==> config.mk <==
export PLATFORM = sky130hd
export DESIGN_NAME = aes_mix_columns_seq_flat
export DESIGN_NICKNAME = d
export VERILOG_FILES = /design/src/rtl/aes_pkg.sv /design/src/rtl/aes_mix_columns_seq_if.sv /design/src/rtl/aes_mix_column_fun.sv /design/src/rtl/aes_mix_columns_seq.sv /design/src/flat_wrapper.sv
export SDC_FILE = /design/constraint.sdc
export NUM_CORES = 1
export LEC_CHECK = 0
export CELL_PAD_IN_SITES_DETAIL_PLACEMENT = 1
export CELL_PAD_IN_SITES_GLOBAL_PLACEMENT = 1
export CORE_ASPECT_RATIO = 0.5
export CORE_UTILIZATION = 38
export DETAILED_ROUTE_END_ITERATION = 10
export GPL_TIMING_DRIVEN = 0
export PLACE_DENSITY_LB_ADDON = 0.1
export REMOVE_ABC_BUFFERS = 1
export SLEW_MARGIN = 20
export SYNTH_ARGS = -nofsm -noshare
export SYNTH_HDL_FRONTEND = slang
export SYNTH_HIERARCHICAL = 1
export SYNTH_SLANG_ARGS = --single-unit
export TNS_END_PERCENT = 10
==> constraint.sdc <==
create_clock -name clk -period 5.81 [get_ports clk]
set_clock_uncertainty 0.1 [all_clocks]
set_input_delay 1.162 -clock clk [delete_from_list [all_inputs] [get_ports clk]]
set_output_delay 1.162 -clock clk [all_outputs]
set_load 0.005 [all_outputs]
==> src/rtl/aes_pkg.sv <==
// Shared AES definitions for the MixColumns datapath.
// Provides byte/column/state widths, the field reduction constant,
// the FSM state encodings, the GF(2^8) xtime helper and the bit
// position of a column inside the 128-bit state.
package aes_pkg;

    localparam int BYTE_W   = 8;
    localparam int COL_W    = 32;
    localparam int STATE_W  = 128;
    localparam int NUM_COLS = 4;

    // Low byte of the AES field polynomial x^8 + x^4 + x^3 + x + 1 (0x11B).
    localparam logic [7:0] AES_POLY = 8'h1B;

    typedef logic [1:0] fsm_state_t;

    localparam fsm_state_t IDLE = 2'd0;
    localparam fsm_state_t BUSY = 2'd1;
    localparam fsm_state_t DONE = 2'd2;

    // Multiply by 02 in GF(2^8): shift left, reduce when bit 7 falls out.
    function automatic logic [7:0] xtime(input logic [7:0] b);
        return {b[6:0], 1'b0} ^ (b[7] ? AES_POLY : 8'h00);
    endfunction

    // MSB position of column c; column 0 occupies the top 32 bits.
    function automatic logic [6:0] col_msb(input logic [1:0] col);
        return 7'd127 - {col, 5'd0};
    endfunction

endpackage

==> src/rtl/aes_mix_columns_seq_if.sv <==
// Handshake bundle for aes_mix_columns_seq.
//   inValid/inReady/inData/inBypass : upstream state transfer
//   outValid/outReady/outData       : downstream result transfer
// master = upstream/downstream side, slave = the MixColumns unit.
interface aes_mix_columns_seq_if;
    import aes_pkg::*;

    logic               inValid;
    logic               inReady;
    logic [STATE_W-1:0] inData;
    logic               inBypass;
    logic               outValid;
    logic               outReady;
    logic [STATE_W-1:0] outData;

    modport master (
        output inValid, inData, inBypass, outReady,
        input  inReady, outValid, outData
    );

    modport slave (
        input  inValid, inData, inBypass, outReady,
        output inReady, outValid, outData
    );

endinterface

==> src/rtl/aes_mix_column_fun.sv <==
// Combinational forward MixColumns of a single 32-bit column.
//   col_in  : s0..s3, s0 in the top byte
//   col_out : r0..r3, same byte order
// x03 is formed as xtime(s) ^ s, so only xtime logic is needed.
module aes_mix_column_fun
    import aes_pkg::*;
(
    input  logic [COL_W-1:0] col_in,
    output logic [COL_W-1:0] col_out
);

    logic [BYTE_W-1:0] s  [4];
    logic [BYTE_W-1:0] s2 [4];

    generate
        for (genvar gi = 0; gi < 4; gi++) begin : g_byte
            assign s[gi]  = col_in[COL_W-1-BYTE_W*gi -: BYTE_W];
            assign s2[gi] = xtime(s[gi]);
        end
    endgenerate

    assign col_out = {
        s2[0] ^ s2[1] ^ s[1]  ^ s[2]  ^ s[3],
        s[0]  ^ s2[1] ^ s2[2] ^ s[2]  ^ s[3],
        s[0]  ^ s[1]  ^ s2[2] ^ s2[3] ^ s[3],
        s2[0] ^ s[0]  ^ s[1]  ^ s[2]  ^ s2[3]
    };

endmodule

==> src/rtl/aes_mix_columns_seq.sv <==
// Column-serial forward AES MixColumns unit.
// Ports:
//   clk  : rising-edge clock
//   rstN : asynchronous active-low reset
//   bus  : slave side of aes_mix_columns_seq_if (in/out valid-ready,
//          128-bit data, final-round bypass sideband)
// A state is accepted on inValid & inReady, transformed COLS_PER_CYCLE
// columns per clock in place, then held on outData with outValid until
// outReady. Bypassed states take the same number of cycles unchanged.
module aes_mix_columns_seq
    import aes_pkg::*;
#(
    parameter int COLS_PER_CYCLE = 1
)
(
    input  logic                 clk,
    input  logic                 rstN,
    aes_mix_columns_seq_if.slave bus
);

    generate
        if (!(COLS_PER_CYCLE == 1 || COLS_PER_CYCLE == 2 || COLS_PER_CYCLE == 4)) begin : g_bad_param
            $error("aes_mix_columns_seq: COLS_PER_CYCLE must be 1, 2 or 4");
        end
    endgenerate

    // With 4 columns per cycle the step wraps to 0 and the only group is column 0.
    localparam logic [1:0] COL_STEP = 2'(COLS_PER_CYCLE % NUM_COLS);
    localparam logic [1:0] LAST_COL = 2'(NUM_COLS - COLS_PER_CYCLE);

    fsm_state_t         fsm_reg,     fsm_next;
    logic [1:0]         col_idx_reg, col_idx_next;
    logic               bypass_reg,  bypass_next;
    logic [STATE_W-1:0] data_reg,    data_next;

    logic               in_ready;
    logic               accept;
    logic [COL_W-1:0]   col_in  [COLS_PER_CYCLE];
    logic [COL_W-1:0]   col_out [COLS_PER_CYCLE];

    // One column engine per lane; lane gi works on column col_idx + gi.
    generate
        for (genvar gi = 0; gi < COLS_PER_CYCLE; gi++) begin : g_col
            assign col_in[gi] = data_reg[col_msb(col_idx_reg + 2'(gi)) -: COL_W];

            aes_mix_column_fun u_fun (
                .col_in  (col_in[gi]),
                .col_out (col_out[gi])
            );
        end
    endgenerate

    // Held low during reset so upstream never sees a ready unit it cannot use.
    assign in_ready = rstN && ((fsm_reg == IDLE) || ((fsm_reg == DONE) && bus.outReady));
    assign accept   = bus.inValid && in_ready;

    always_comb begin
        fsm_next     = fsm_reg;
        col_idx_next = col_idx_reg;
        bypass_next  = bypass_reg;
        data_next    = data_reg;

        case (fsm_reg)
            IDLE: ;
            BUSY: begin
                if (!bypass_reg) begin
                    for (int i = 0; i < COLS_PER_CYCLE; i++) begin
                        data_next[col_msb(col_idx_reg + 2'(i)) -: COL_W] = col_out[i];
                    end
                end
                col_idx_next = col_idx_reg + COL_STEP;
                if (col_idx_reg == LAST_COL) begin
                    fsm_next = DONE;
                end
            end
            DONE: begin
                if (bus.outReady) begin
                    fsm_next = IDLE;
                end
            end
            default: fsm_next = IDLE;
        endcase

        // Accept overrides the DONE->IDLE path so consume and load share a cycle.
        if (accept) begin
            fsm_next     = BUSY;
            col_idx_next = 2'd0;
            bypass_next  = bus.inBypass;
            data_next    = bus.inData;
        end
    end

    always_ff @(posedge clk or negedge rstN) begin
        if (!rstN) begin
            fsm_reg     <= IDLE;
            col_idx_reg <= 2'd0;
            bypass_reg  <= 1'b0;
            data_reg    <= '0;
        end else begin
            fsm_reg     <= fsm_next;
            col_idx_reg <= col_idx_next;
            bypass_reg  <= bypass_next;
            data_reg    <= data_next;
        end
    end

    assign bus.inReady  = in_ready;
    assign bus.outValid = (fsm_reg == DONE);
    assign bus.outData  = data_reg;

endmodule

==> src/flat_wrapper.sv <==
// flat-port wrapper written by rule: the top's interface ports become plain ports
module aes_mix_columns_seq_flat import aes_pkg::*;
#(
    parameter int COLS_PER_CYCLE = 1
)
  (clk, rstN, bus_inValid, bus_inData, bus_inBypass, bus_outReady, bus_inReady, bus_outValid, bus_outData);
  aes_mix_columns_seq_if bus_i ();
  input  logic clk;
  input  logic rstN;
  input wire logic [$bits(bus_i.inValid)-1:0] bus_inValid;
  input wire logic [$bits(bus_i.inData)-1:0] bus_inData;
  input wire logic [$bits(bus_i.inBypass)-1:0] bus_inBypass;
  input wire logic [$bits(bus_i.outReady)-1:0] bus_outReady;
  output wire logic [$bits(bus_i.inReady)-1:0] bus_inReady;
  output wire logic [$bits(bus_i.outValid)-1:0] bus_outValid;
  output wire logic [$bits(bus_i.outData)-1:0] bus_outData;
  assign bus_i.inValid = bus_inValid;
  assign bus_i.inData = bus_inData;
  assign bus_i.inBypass = bus_inBypass;
  assign bus_i.outReady = bus_outReady;
  assign bus_inReady = bus_i.inReady;
  assign bus_outValid = bus_i.outValid;
  assign bus_outData = bus_i.outData;
  aes_mix_columns_seq #(.COLS_PER_CYCLE(COLS_PER_CYCLE)) u_core (.clk(clk), .rstN(rstN), .bus(bus_i));
endmodule
=== Word level (Yosys, flattened, before mapping) ===
Index checks and enable logic that the tools add are counted.

* Register bits: 133
* Latch bits: 0
* Memory bits (writable): 0
* Bits in read-only memories: 0
* Input bits: 133
* Output and inout port bits: 130
* Logic and storage cells: 59
* Memories kept: 0

* $add $sub $neg: 3
* Multipliers: 0
* Div/mod/pow operators: 0
* Order comparisons: 0
* Eq/ne operators: 7
* Shift operators: 3
* Muxes and demuxes: 14
* Bitwise operators: 20
* Reduce and logical (&&, ||, !) cells: 8

{| class="wikitable"
|+ Operators with widths
! kind !! count
|-
| $mux 128 || 3
|-
| $shift 32x9->159 const A || 1
|-
| $shiftx 159x8->32 || 1
|-
| $shiftx 32x9->159 || 1
|-
| $xor 8x8->8 || 17
|-
| $bwmux 128 || 1
|-
| $xor 8x5->8 || 3
|-
| $mux 5 || 4
|-
| $mux 2 || 5
|-
| $neg 7->9 || 1
|-
| $sub 7x7->7 const A || 1
|-
| $pmux 2 s3 || 1
|-
| $eq 2x2->1 const B || 2
|-
| $logic_and 1x1->1 || 3
|-
| $ne 3x1->1 const B || 1
|-
| $ne 3x2->1 const B || 1
|-
| $reduce_and 3->1 || 1
|-
| $add 2x1->2 const B || 1
|-
| $eq 2x1->1 const B || 1
|-
| $logic_not 2->1 || 1
|-
| $ne 2x1->1 const B || 1
|-
| $ne 2x2->1 const B || 1
|-
| $reduce_and 2->1 || 1
|-
| $reduce_bool 2->1 || 1
|-
| $logic_or 1x1->1 || 1
|}

=== Longest topological paths before layout ===
Gate-level depths: netlist of run 1.

* Depth in word-level cells: 13
* Depth in mapped cells: 11
* Depth with buffers taken out: 6

=== By module ===
Netlist of run 1, hierarchy kept.

{| class="wikitable"
|+ By module, submodules not included
! module !! times used !! cells an instance !! area each (um2) !! sequential area each (um2)
|-
| aes_mix_columns_seq || 1 || 641 || 8877.3 || 3328.2
|-
| aes_mix_column_fun || 1 || 85 || 1325.0 || 0.0
|}

=== Worst setup path after synthesis of run 1 ===
Ideal clock, no wire load.

* Kind: register to register
* From: reg u_core.col_idx_reg[0]
* To: reg u_core.data_reg[1] (netlist: u_core/bus.outData[1])
* Library setup time: 125 ps
* Arrival time: 3109 ps
* Data required time: 5585 ps
* Slack: 2477 ps
* Cell stages (with the launch flop): 11
* Buffers on the path: 4
* Clock period less this slack: 3333 ps
* Cell sequence: dfrtp_1 > buf_4 > buf_2 > buf_2 > mux4_2 > buf_4 > xor3_2 > xnor3_1 > and3_1 > mux2_1 > mux2_2

{| class="wikitable"
|+ RTL lines
! item !! line !! RTL
|-
| start: declaration || aes_mix_columns_seq.sv:32 || <nowiki>logic [1:0] col_idx_reg, col_idx_next;</nowiki>
|-
| start signal: assignment || aes_mix_columns_seq.sv:101 || <nowiki>col_idx_reg <= col_idx_next;</nowiki>
|-
| end signal: assignment || aes_mix_columns_seq.sv:103 || <nowiki>data_reg <= data_next;</nowiki>
|-
| end: declaration || aes_mix_columns_seq.sv:34 || <nowiki>logic [STATE_W-1:0] data_reg, data_next;</nowiki>
|}

==> results of run 1 <==
metrics by stage:
stage / area (um2) / utilization / instances / setup TNS [ns] / hold slack [ns]
after detailed placement: 13200 / 0.514 / 1282 / 0 / 0.531
after global routing: 13800 / 0.537 / 1313 / 0 / 0.545
after floorplan: 9760 / - / 651 / -91.21 / 0.404
final: 13800 / 0.537 / 1313 / 0 / 0.528
after global placement: 12800 / 0.498 / 1257 / -2142.76 / 0.451
after CTS: 13800 / 0.537 / 1313 / 0 / 0.527
cell usage after synthesis, types with 3 or more instances:
library cell,instances
and3_1,32
and3b_1,65
and4bb_1,3
buf_2,37
buf_4,3
buf_6,13
clkbuf_1,19
dfrtp_1,133
ha_1,4
mux2_1,35
mux2_2,132
mux2_4,90
mux4_2,32
nor3b_1,32
xnor2_1,18
xnor3_1,33
xor2_1,16
xor3_1,5
final timing paths:
path	cells past startpoint	end	slack, ns	startpoint
worst max-delay path	8	u_core/bus.outData[123]	2.06	u_core/col_idx_reg[1]
worst min-delay path	1	u_core/bus.outData[48]	0.53	rstN
worst max register to register	8	u_core/bus.outData[123]	2.06	u_core/col_idx_reg[1]
worst min register to register	2	u_core/bus.outData[107]	0.54	u_core/bus.outData[107]
max in group asynchronous	2	u_core/bus.outData[68]	4.26	rstN
min in group clk	2	u_core/bus.outData[107]	0.54	u_core/bus.outData[107]
cell type report:
class                   count  area, um2
repair buffers            287       3020
well taps                 344        430
fillers                  2537      11900
clock inverters            10        130
flip-flops and latches    133       3340
clock buffers              21        460
multi-input cells         516       6450
inverters                   2       7.51
per-layer routing:
layer | GRT usage | wire [um] | part of all wire
met5 | 0 | 0 | 0
met1 | 0.320 | 14500 | 0.47
met2 | 0.383 | 15300 | 0.49
met4 | 0.0471 | 208 | 0.0067
met3 | 0.0514 | 1070 | 0.034
placed cells by master (no fill, tap or decap), types with 3 or more instances in the layout:
master,instances
and3_1,32
nor3b_1,32
bufinv_16,3
clkbuf_16,17
buf_8,3
buf_4,3
ha_1,4
mux4_2,32
mux2_4,90
xnor2_1,18
and3b_1,65
buf_16,6
buf_6,12
xnor3_1,33
and4bb_4,3
mux2_2,132
clkdlybuf4s50_1,261
clkinv_2,5
xor3_1,5
xor2_1,16
mux2_1,35
dfrtp_1,131
cell families (layout without fill, tap and decap cells):
group	Yosys count	after routing	synth area share
multiplexers	290	290	0.388
AND/OR/NAND/NOR	142	142	0.109
flip-flops	133	133	0.326
XOR/XNOR	78	78	0.127
buffers and inverters	77	320	0.0438
adder cells (fa/ha/maj)	4	4	0.00491
AO/OA/AOI/OAI	2	2	0.000980
==> flow_summary.json, run 1 <==
{
  "yosys_warnings": 6,
  "seq_area_frac_synth": 0.326,
  "min_period_ns": 3.75,
  "die_x_um": 234,
  "crit_arrival_ns": 3.98,
  "hold_class": "in -> async",
  "hold_viol": 0,
  "drive_above_1_share": 0.331,
  "grt_overflow_total": 0,
  "fin_nets": 1094,
  "io_buffers": 262,
  "worst_slew_margin_rel": 0.614,
  "ys_seq_elements": 133,
  "antenna_found_initial": 0,
  "slowest_delay_ns": 0.74,
  "yosys-top-cells-area": "dfrtp_1 33%, mux2_2 15%, mux2_4 13%",
  "synth-edff-count": 0,
  "slew_violations": 0,
  "rsz0062_at_grt": "no",
  "vias": 6910,
  "cts_setup_buffers": 0,
  "cp_slowest_cell": "dfrtp_4",
  "violations": "design-rule violations",
  "grt_pass1_vias": 7642,
  "pre_cts_ws_ns": 2.07,
  "antenna_left": 0,
  "grt_pass1_wl_um": 48500,
  "chipHeight_um": 118,
  "cp.required_ns": 6.03,
  "cts_resized": 0,
  "synth.top_cell.area_share": 0.326,
  "cts_buffers": 17,
  "path_max_fanout": 75,
  "core_um2": 25800,
  "root_buffer": "clkbuf_16",
  "cts_sinks": 133,
  "path_buf_inv": 2,
  "path_class": "reg -> reg",
  "std_cell_rows": 41,
  "cts_buffer_depth": 2,
  "htreeDepth": 4,
  "ys_types": 35,
  "min_period_over_period": 0.646,
  "insertion_delay_ns": 0.45,
  "finalWorstSetupSlack_ns": 2.06,
  "clk_pin_slew_ns": 0.06,
  "cts_tree": "yes",
  "max_freq_ghz": 0.266,
  "viasPerCell": 5.26,
  "start_util": 0.396,
  "cp-end-kind": "flop",
  "setup_viol": 0,
  "syn_area_um2": 10200,
  "largest_reg_flops": 128,
  "syn_avg_cell_area_um2": 14.1,
  "drc": 16,
  "grt_max_degree": 86,
  "io_pins": 263,
  "synth.largest_area_cell": "dfrtp_1",
  "critical_path.startpoint_type": "flop",
  "cts_hold_buffers": 0,
  "grtUsageTotal": 0.235,
  "hpwl_um": 22000,
  "status": "finished, violations left",
  "area_delta_synth_final_pct": 35.6,
  "dieArea_um2": 27500,
  "path_cells": "buf_12, buf_16, mux4_2, xnor2_2, xnor3_1, nor3b_1, mux2_1, mux2_2",
  "first_pass_iters": 7,
  "wl_um": 31100,
  "tightest_slew_ns": 0.576,
  "drv_cap": 0,
  "routabilityCongestion": 0.774,
  "async_reset_ff_frac": 1.00,
  "routedWlPerCell_um": 23.7,
  "netlist_instances": 726,
  "first_iter_violations": 238,
  "num_antenna_cells": 0,
  "synth_flop_cell": "dfrtp_1",
  "cp_top_family": "multiplexers"
}
Power of run 1 is left out: the tool's default activity adds up to more than one toggle a clock period on the data nets, which glitch-free logic cannot reach.
==> run 2, diff against run 1 <==
clock period = 3.75 ns   (was 5.81 ns; I/O delays follow)
==> run 2 against run 1 <==
  * The flow still finishes with violations (design-rule violations)
  * Wire length is 1.2% higher
  * Register-to-register slack worse by 1.9 ns
  * Non-clock buffer count up 2
  * Sequential share of layout area shrank 0.10 points
  * Final cell count is 0.15% higher
  * Critical path type unchanged
==> flow_summary.json, run 2 (synthesized netlist as in run 1, its figures left out) <==
{
  "cts_buffer_depth": 2,
  "rsz0062_at_grt": "yes",
  "fill_cells": 2536,
  "grtUsageTotal": 0.238,
  "antenna_found_initial": 0,
  "slew_violations": 0,
  "mostFrequentLayoutCell": "clkdlybuf4s50_1",
  "status": "finished, violations left",
  "cts_sinks": 133,
  "drc": 16,
  "io_pins": 263,
  "final_util": 0.540,
  "path_class": "reg -> reg",
  "io_buffers": 262,
  "multi_input_area_um2": 6490,
  "cp-end-kind": "flop",
  "worst_slew_margin_rel": 0.614,
  "routabilityCongestion": 0.774,
  "grt_max_degree": 86,
  "chipHeight_um": 118,
  "area_delta_synth_final_pct": 36.2,
  "hold_viol": 0,
  "num_antenna_cells": 0,
  "path_max_fanout": 66,
  "drive_above_1_share": 0.336,
  "finalSetupTns_ns": 0,
  "finalWorstSetupSlack_ns": 0.116,
  "insertion_delay_ns": 0.45,
  "cp_slowest_cell": "mux4_2",
  "placedCellCount": 1282,
  "path_buf_inv": 1,
  "clk_pin_slew_ns": 0.06,
  "violations": "design-rule violations",
  "tightest_slew_ns": 0.575,
  "hold_class": "in -> async",
  "routedWlPerCell_um": 23.9,
  "slowest_delay_ns": 0.71,
  "critical_path.startpoint_type": "flop",
  "fin_nets": 1096,
  "cp_top_family": "multiplexers",
  "die_x_um": 234,
  "register_area_um2": 3340,
  "layout_common_cells": "261 x clkdlybuf4s50_1, 132 x mux2_2, 131 x dfrtp_1",
  "instances_no_fill": 1315,
  "path_cells": "buf_16, mux4_2, xor3_2, xnor3_1, and3_1, mux2_1, mux2_2",
  "dieArea_um2": 27500,
  "setup_viol": 0,
  "cts_buffers": 17,
  "wl_um": 31400,
  "viasPerCell": 5.29,
  "hpwl_um": 22000,
  "first_iter_violations": 262,
  "htreeDepth": 4,
  "grt_pass1_wl_um": 49200,
  "std_cell_rows": 41,
  "grt_overflow_total": 0,
  "antenna_left": 0,
  "core_um2": 25800,
  "largest_reg_flops": 128,
  "cts_tree": "yes",
  "vias": 6957,
  "pre_cts_ws_ns": 0.0160,
  "root_buffer": "clkbuf_16",
  "crit_arrival_ns": 3.86,
  "min_period_over_period": 0.969,
  "grt_pass1_vias": 7687,
  "first_pass_iters": 7,
  "max_freq_ghz": 0.275,
  "drv_cap": 0,
  "cp.required_ns": 3.98,
  "start_util": 0.396,
  "min_period_ns": 3.63
}
run 2: through the flow:
step / area, um2 / hold slack, ns
after CTS: 13900 / 0.115
after detailed placement: 13200 / 0.531
after global routing: 13900 / 0.132
final: 13900 / 0.117
after floorplan: 9760 / 0.354
after global placement: 12800 / 0.451
run 2: layout make-up:
class	count	area share
multi-input cells	516	0.467
inverters	2	0.000540
well taps	344	0.0310
flip-flops and latches	133	0.240
clock inverters	10	0.00936
repair buffers	289	0.219
clock buffers	21	0.0331
run 2: routing by layer:
| metal | track usage | up-vias | share of wire |
|---|---|---|---|
| met3 | 0.0533 | 25 | 0.038 |
| met4 | 0.0519 | 0 | 0.011 |
| met1 | 0.324 | 3658 | 0.46 |
| li1 | - | 3154 | - |
| met5 | 0 | - | 0 |
| met2 | 0.386 | 120 | 0.49 |
run 2: final timing paths:
path	to	slack, ns	depth (start not counted)	startpoint
min in group clk	u_core/bus.outData[107]	0.54	2	u_core/bus.outData[107]
worst max-delay path	u_core/bus.outData[1]	0.12	7	u_core/col_idx_reg[0]
worst max register to register	u_core/bus.outData[1]	0.12	7	u_core/col_idx_reg[0]
max in group asynchronous	u_core/bus.outData[68]	2.63	2	rstN
worst min-delay path	u_core/bus.outData[48]	0.12	1	rstN
worst min register to register	u_core/bus.outData[107]	0.54	2	u_core/bus.outData[107]
run 2: repair_timing:
action,4_1_cts,5_1_grt
setup endpoints to repair,3,10
resized for setup,0,4
gates cloned,0,0
pin swaps,0,0
buffers inserted,2,0
hold buffers,0,0
run 2: worst reg2reg max path, cell delays in order (launching register included):
cell and delay, ns:
dfrtp_4 0.66, buf_16 0.30, mux4_2 0.78, xor3_2 0.49, xnor3_1 0.41, and3_1 0.21, mux2_1 0.30, mux2_2 0.26
Power of run 2 is left out for the same reason.
==> run 3, diff against run 2 <==
CORE_ASPECT_RATIO = 0.75   (was 0.5)
CTS_CLUSTER_SIZE = 8   (was not set)
==> run 3 against run 2 <==
  * The flow now finishes without violations
  * Utilization fell by 0.81 points
  * Die area down 0.12%
  * Critical path depth increased by 1
  * Flip-flop and latch count is the same
  * First-iteration DRC count shrank 5.0%
  * Final cell count increased by 0.38%
  * Critical endpoint unchanged
  * Highest routed layer is now met5
==> flow_summary.json, run 3 (synthesized netlist as in run 1, its figures left out) <==
{
  "max_freq_ghz": 0.280,
  "placed_cell_area_um2": 13200,
  "fin_area_um2": 13900,
  "viasPerCell": 5.34,
  "crit_arrival_ns": 3.80,
  "grt_pass1_wl_um": 48000,
  "grtUsageTotal": 0.235,
  "ff2ff_path_depth": 8,
  "core_um2": 26200,
  "min_period_over_period": 0.953,
  "cts_buffers": 17,
  "setup_viol": 0,
  "path_cells": "buf_16, buf_16, mux4_2, xor3_2, xnor3_1, and3_1, mux2_1, mux2_2",
  "dieArea_um2": 27500,
  "cts_hold_buffers": 0,
  "fill_cells": 2549,
  "antenna_found_initial": 3,
  "cts_buffer_depth": 2,
  "grt_pass1_vias": 7845,
  "htreeDepth": 4,
  "die_x_um": 191,
  "cts_resized": 0,
  "finalWorstSetupSlack_ns": 0.175,
  "status": "completed",
  "wl_um": 31800,
  "layout_common_cells": "261 x clkdlybuf4s50_1, 132 x mux2_2, 131 x dfrtp_1",
  "path_buf_inv": 2,
  "worst_slew_margin_rel": 0.499,
  "chipHeight_um": 144,
  "first_pass_iters": 4,
  "final_util": 0.532,
  "path_class": "reg -> reg",
  "hpwl_um": 22700,
  "critical_path.startpoint_type": "flop",
  "grt_overflow_total": 0,
  "cp.required_ns": 3.97,
  "cts_setup_buffers": 1,
  "worstReg2RegStart": "u_core/col_idx_reg[1]",
  "root_buffer": "clkbuf_16",
  "slowest_delay_ns": 0.53,
  "min_period_ns": 3.57,
  "slew_violations": 0,
  "routabilityCongestion": 0.744,
  "first_iter_violations": 249,
  "largest_reg_flops": 128,
  "cts_tree": "yes",
  "io_pins": 263,
  "cts_sinks": 133,
  "io_buffers": 262,
  "cp_slowest_cell": "mux4_2",
  "rsz0062_at_grt": "no",
  "fin_nets": 1097,
  "drc": 0,
  "path_max_fanout": 83,
  "drive_above_1_share": 0.333,
  "mostFrequentLayoutCell": "clkdlybuf4s50_1",
  "crit_top_cell": "buf_16",
  "hold_viol": 0,
  "area_delta_synth_final_pct": 36.3,
  "drv_cap": 0,
  "routedWlPerCell_um": 24.1,
  "grt_max_degree": 84,
  "tightest_slew_ns": 0.751,
  "pre_cts_ws_ns": -0.0730,
  "vias": 7052,
  "antenna_left": 0,
  "cp-end-kind": "flop",
  "hold_class": "in -> async",
  "start_util": 0.390,
  "clk_pin_slew_ns": 0.07,
  "cp_top_family": "multiplexers",
  "insertion_delay_ns": 0.44,
  "cp.depth": 8,
  "std_cell_rows": 51,
  "worstSetupStartpoint": "u_core/col_idx_reg[1]"
}
==> run 3: changes by cell type in the layout (fill, tap and decap cells not counted), sizes merged <==
cell      previous run  this run
diode                0         3
buf                 28        29
bufinv               3         4
clkbuf              21        22
clkinvlp             2         1
==> run 3: final timing paths <==
path / slack (ns) / to
setup / recovery: 0.18 / u_core/bus.outData[1]
hold / removal: 0.14 / u_core/bus.outData[64]
setup reg to reg: 0.18 / u_core/bus.outData[1]
hold reg to reg: 0.53 / u_core/bypass_reg
max in group asynchronous: 2.58 / u_core/col_idx_reg[1]
min in group clk: 0.53 / u_core/bypass_reg
==> run 3: per-stage QoR <==
stage | hold WS [ns] | instances | TNS, ns
after CTS | 0.159 | 1313 | 0
after global routing | 0.161 | 1319 | 0
after floorplan | 0.354 | 651 | -315.69
after global placement | 0.429 | 1257 | -2416.56
after detailed placement | 0.523 | 1280 | -0.656
final | 0.143 | 1320 | 0
==> run 3: metal layers <==
layer | part of all wire | up-vias | GRT usage | wire length, um
met1 | 0.45 | 3664 | 0.317 | 14200
li1 | - | 3159 | - | -
met4 | 0.012 | 2 | 0.0618 | 388
met2 | 0.47 | 197 | 0.371 | 14900
met5 | 0.00035 | - | 0 | 11
met3 | 0.071 | 30 | 0.0669 | 2260
==> run 3: layout make-up <==
| class | count | area (um2) | area share |
|---|---|---|---|
| Multi-Input combinational cell | 516 | 6450 | 0.464 |
| Clock buffer | 22 | 464 | 0.0334 |
| Timing Repair Buffer | 290 | 3060 | 0.220 |
| Sequential cell | 133 | 3340 | 0.240 |
| Clock inverter | 10 | 153 | 0.0110 |
| Tap cell | 344 | 430 | 0.0309 |
| Inverter | 2 | 7.51 | 0.000540 |
| Antenna cell | 3 | 7.51 | 0.000540 |
==> run 3: worst reg2reg max path: stages (launching register included) <==
cell,delay (ns)
dfrtp_4,0.46
buf_16,0.28
buf_16,0.33
mux4_2,0.59
xor3_2,0.50
xnor3_1,0.45
and3_1,0.22
mux2_1,0.28
mux2_2,0.26
Power of run 3 is left out for the same reason.
==> RTL change: new RTL, settings of run 3 <==
`data_reg` no longer has a reset.
--- a/src/rtl/aes_mix_columns_seq.sv
+++ b/src/rtl/aes_mix_columns_seq.sv
@@ -95,13 +95,15 @@
             fsm_reg     <= IDLE;
             col_idx_reg <= 2'd0;
             bypass_reg  <= 1'b0;
-            data_reg    <= '0;
         end else begin
             fsm_reg     <= fsm_next;
             col_idx_reg <= col_idx_next;
             bypass_reg  <= bypass_next;
-            data_reg    <= data_next;
         end
+    end
+
+    always_ff @(posedge clk) begin
+        data_reg <= data_next;
     end
 
     assign bus.inReady  = in_ready;
Function: differs if rstN is asserted again (counterexample within 4 cycles, from zero or initial values and one cycle with rstN low); with rstN held inactive, the same outputs for 4 cycles.
==> RTL change against run 3 <==
Wire length is 9.2% lower. Area after synthesis is 14% lower. Critical path depth is 2 lower. Via count is 9.5% lower. Sequential cell count stayed put. Final area is 10% lower. Worst setup slack better by 300 ps. Synthesized cell count is 2.9% lower. Hold slack better by 310 ps. Count of clock-buffer cells in the layout is 4 lower. Critical path type unchanged. Highest routed layer is now met4.
==> RTL change: results (changes against run 3) <==
gpl congestion 0.822 (+10%); post-DP HPWL 20900 um (-7.8%); yosys warns 6 (unchanged); worst reg-to-reg setup slack 470 ps (+300 ps); vias in the first global route 6993 (-11%); Synth area leaders edfxtp_1 (44%), mux2i_1 (15%), xnor3_1 (8.5%); status finished clean; clk_lat worst skew 420 ps (-20 ps); WL met3 2100 um (-7.4%); top sig layer met4; setup bufs post-CTS 0 (-1); Total GRT Usage 24.7% (+1.2 points); max_slew headroom 54.3% (+4.4 points); R2R cell count 6 (-2); Largest register FFs 128 (unchanged); antenna viol nets, final 0 (unchanged); hold path endpoint u_core/bypass_reg$_DFFE_PN0P_; post-synthesis sequential area ratio 45.2% (+13 points); Setup WS pre-CTS 183 ps (+257 ps); DP Area 0.0118 mm^2 (-11%); Top FF cell, synth edfxtp_1; Critical R2R Launch u_core/col_idx_reg[0]$_DFFE_PN0P_; RR Endpoint u_core/bus.outData[25]$_DFFE_PP_; data arrival time of the critical path 3340 ps (-460 ps); Core Rows 47 (-7.8%); layout cell share with drive strength beyond 1 10.3% (-23 points); CP Max Fanout 25 (-70%); clk root buf clkbuf_16; maximum vdd drop 626 uV; first-pass GRT wire length 42800 um (-11%); drt pass-1 iters 5 (+1); Async SR Flop Fraction 3.76% (-96 points); Clock Path Buffers 2 (unchanged); # H-tree levels 4 (unchanged); Cells after Synth 705 (-2.9%); WL/cell 22.7 um (-5.5%); Hold Startpoint u_core/bypass_reg$_DFFE_PN0P_; initial antenna violation count 2 (-1); pin count of the biggest net entering global routing 33 (-61%); Inst Count DP 1236 (-3.4%); initial drt markers 344 (+38%); EDFF count, synth 128 (+128); # nets final 1098 (+0.091%); met2 wire len 13900 um (-6.2%); fill cell count 2250 (-12%); metal1 wirelength 12500 um (-12%); Cell variety after synth 33 (-5.7%); Leak 0.00583 uW; worst hold path class reg -> reg; Clock Pin Slew Worst Setup and Hold Paths approximately 60 ps; CTS resizes 0 (unchanged); drt via density 5.03 (-5.8%); Post-synth top cells nand2_1 (136), inv_1 (131), mux2i_1 (129); Non-Filler Instances 1268 (-3.9%)
==> RTL change: worst max path at each step <==
stage / from / endpoint / slack (ps)
after floorplan: bus_outReady / u_core/bus.outData[0]$_DFFE_PP_ / -6380
after global placement: rstN / u_core/bus.outData[68]$_DFFE_PP_ / -10770
after detailed placement: rstN / u_core/bus.outData[108]$_DFFE_PP_ / 180
after CTS: u_core/col_idx_reg[0]$_DFFE_PN0P_ / u_core/bus.outData[57]$_DFFE_PP_ / 460
after global routing: u_core/col_idx_reg[0]$_DFFE_PN0P_ / u_core/bus.outData[89]$_DFFE_PP_ / 330
final: u_core/col_idx_reg[0]$_DFFE_PN0P_ / u_core/bus.outData[25]$_DFFE_PP_ / 470
==> RTL change: worst max-delay path: stages (launching register included) <==
cell,delay (ps)
dfrtp_4,650
buf_12,280
mux4_2,650
xnor2_1,520
xnor3_1,610
nand2_1,100
mux2i_1,80
==> RTL change: per-stage QoR <==
step / setup TNS [ps] / hold slack, ps
floorplan: -1321800 / 354
global placement: -2251860 / 397
detailed placement: 0 / 435
CTS: 0 / 453
global route: 0 / 487
finish: 0 / 454
==> RTL change: logic make-up (layout without fill, tap and decap cells) <==
logic type / Yosys count / in the layout / synth area share, %
DFF: 133 / 133 / 45.2
other: 0 / 1 / 0
xor gates and xnor gates: 78 / 78 / 14.7
and+or+nand+nor: 149 / 149 / 6.96
buffers and inverters: 177 / 445 / 9.30
adders and majority gates: 4 / 4 / 0.571
muxes: 162 / 162 / 23.1
AOI/OAI and AO/OA: 2 / 2 / 0.128
==> RTL change: power by group <==
group | switching (uW) | internal, uW
Combinational | 4890 | 4890
Sequential | 362 | 2430
Clock | 677 | 1310
==> RTL change: routing by layer <==
metal | vias up | track usage [%]
met5 | - | 0
met4 | 0 | 6.03
met3 | 19 | 5.76
met2 | 263 | 41.2
met1 | 3213 | 32.5
li1 | 2887 | -
==> RTL change: area by class of cell <==
class,instances,area [um^2],share of cell area (%)
clock inverters,13,254,2.04
multi-input cells,395,4030,32.3
clock buffers,18,429,3.44
repair buffers,283,2920,23.4
flip-flops and latches,133,3970,31.9
well taps,294,368,2.95
inverters,131,492,3.94
diodes,1,2.50,0.0201
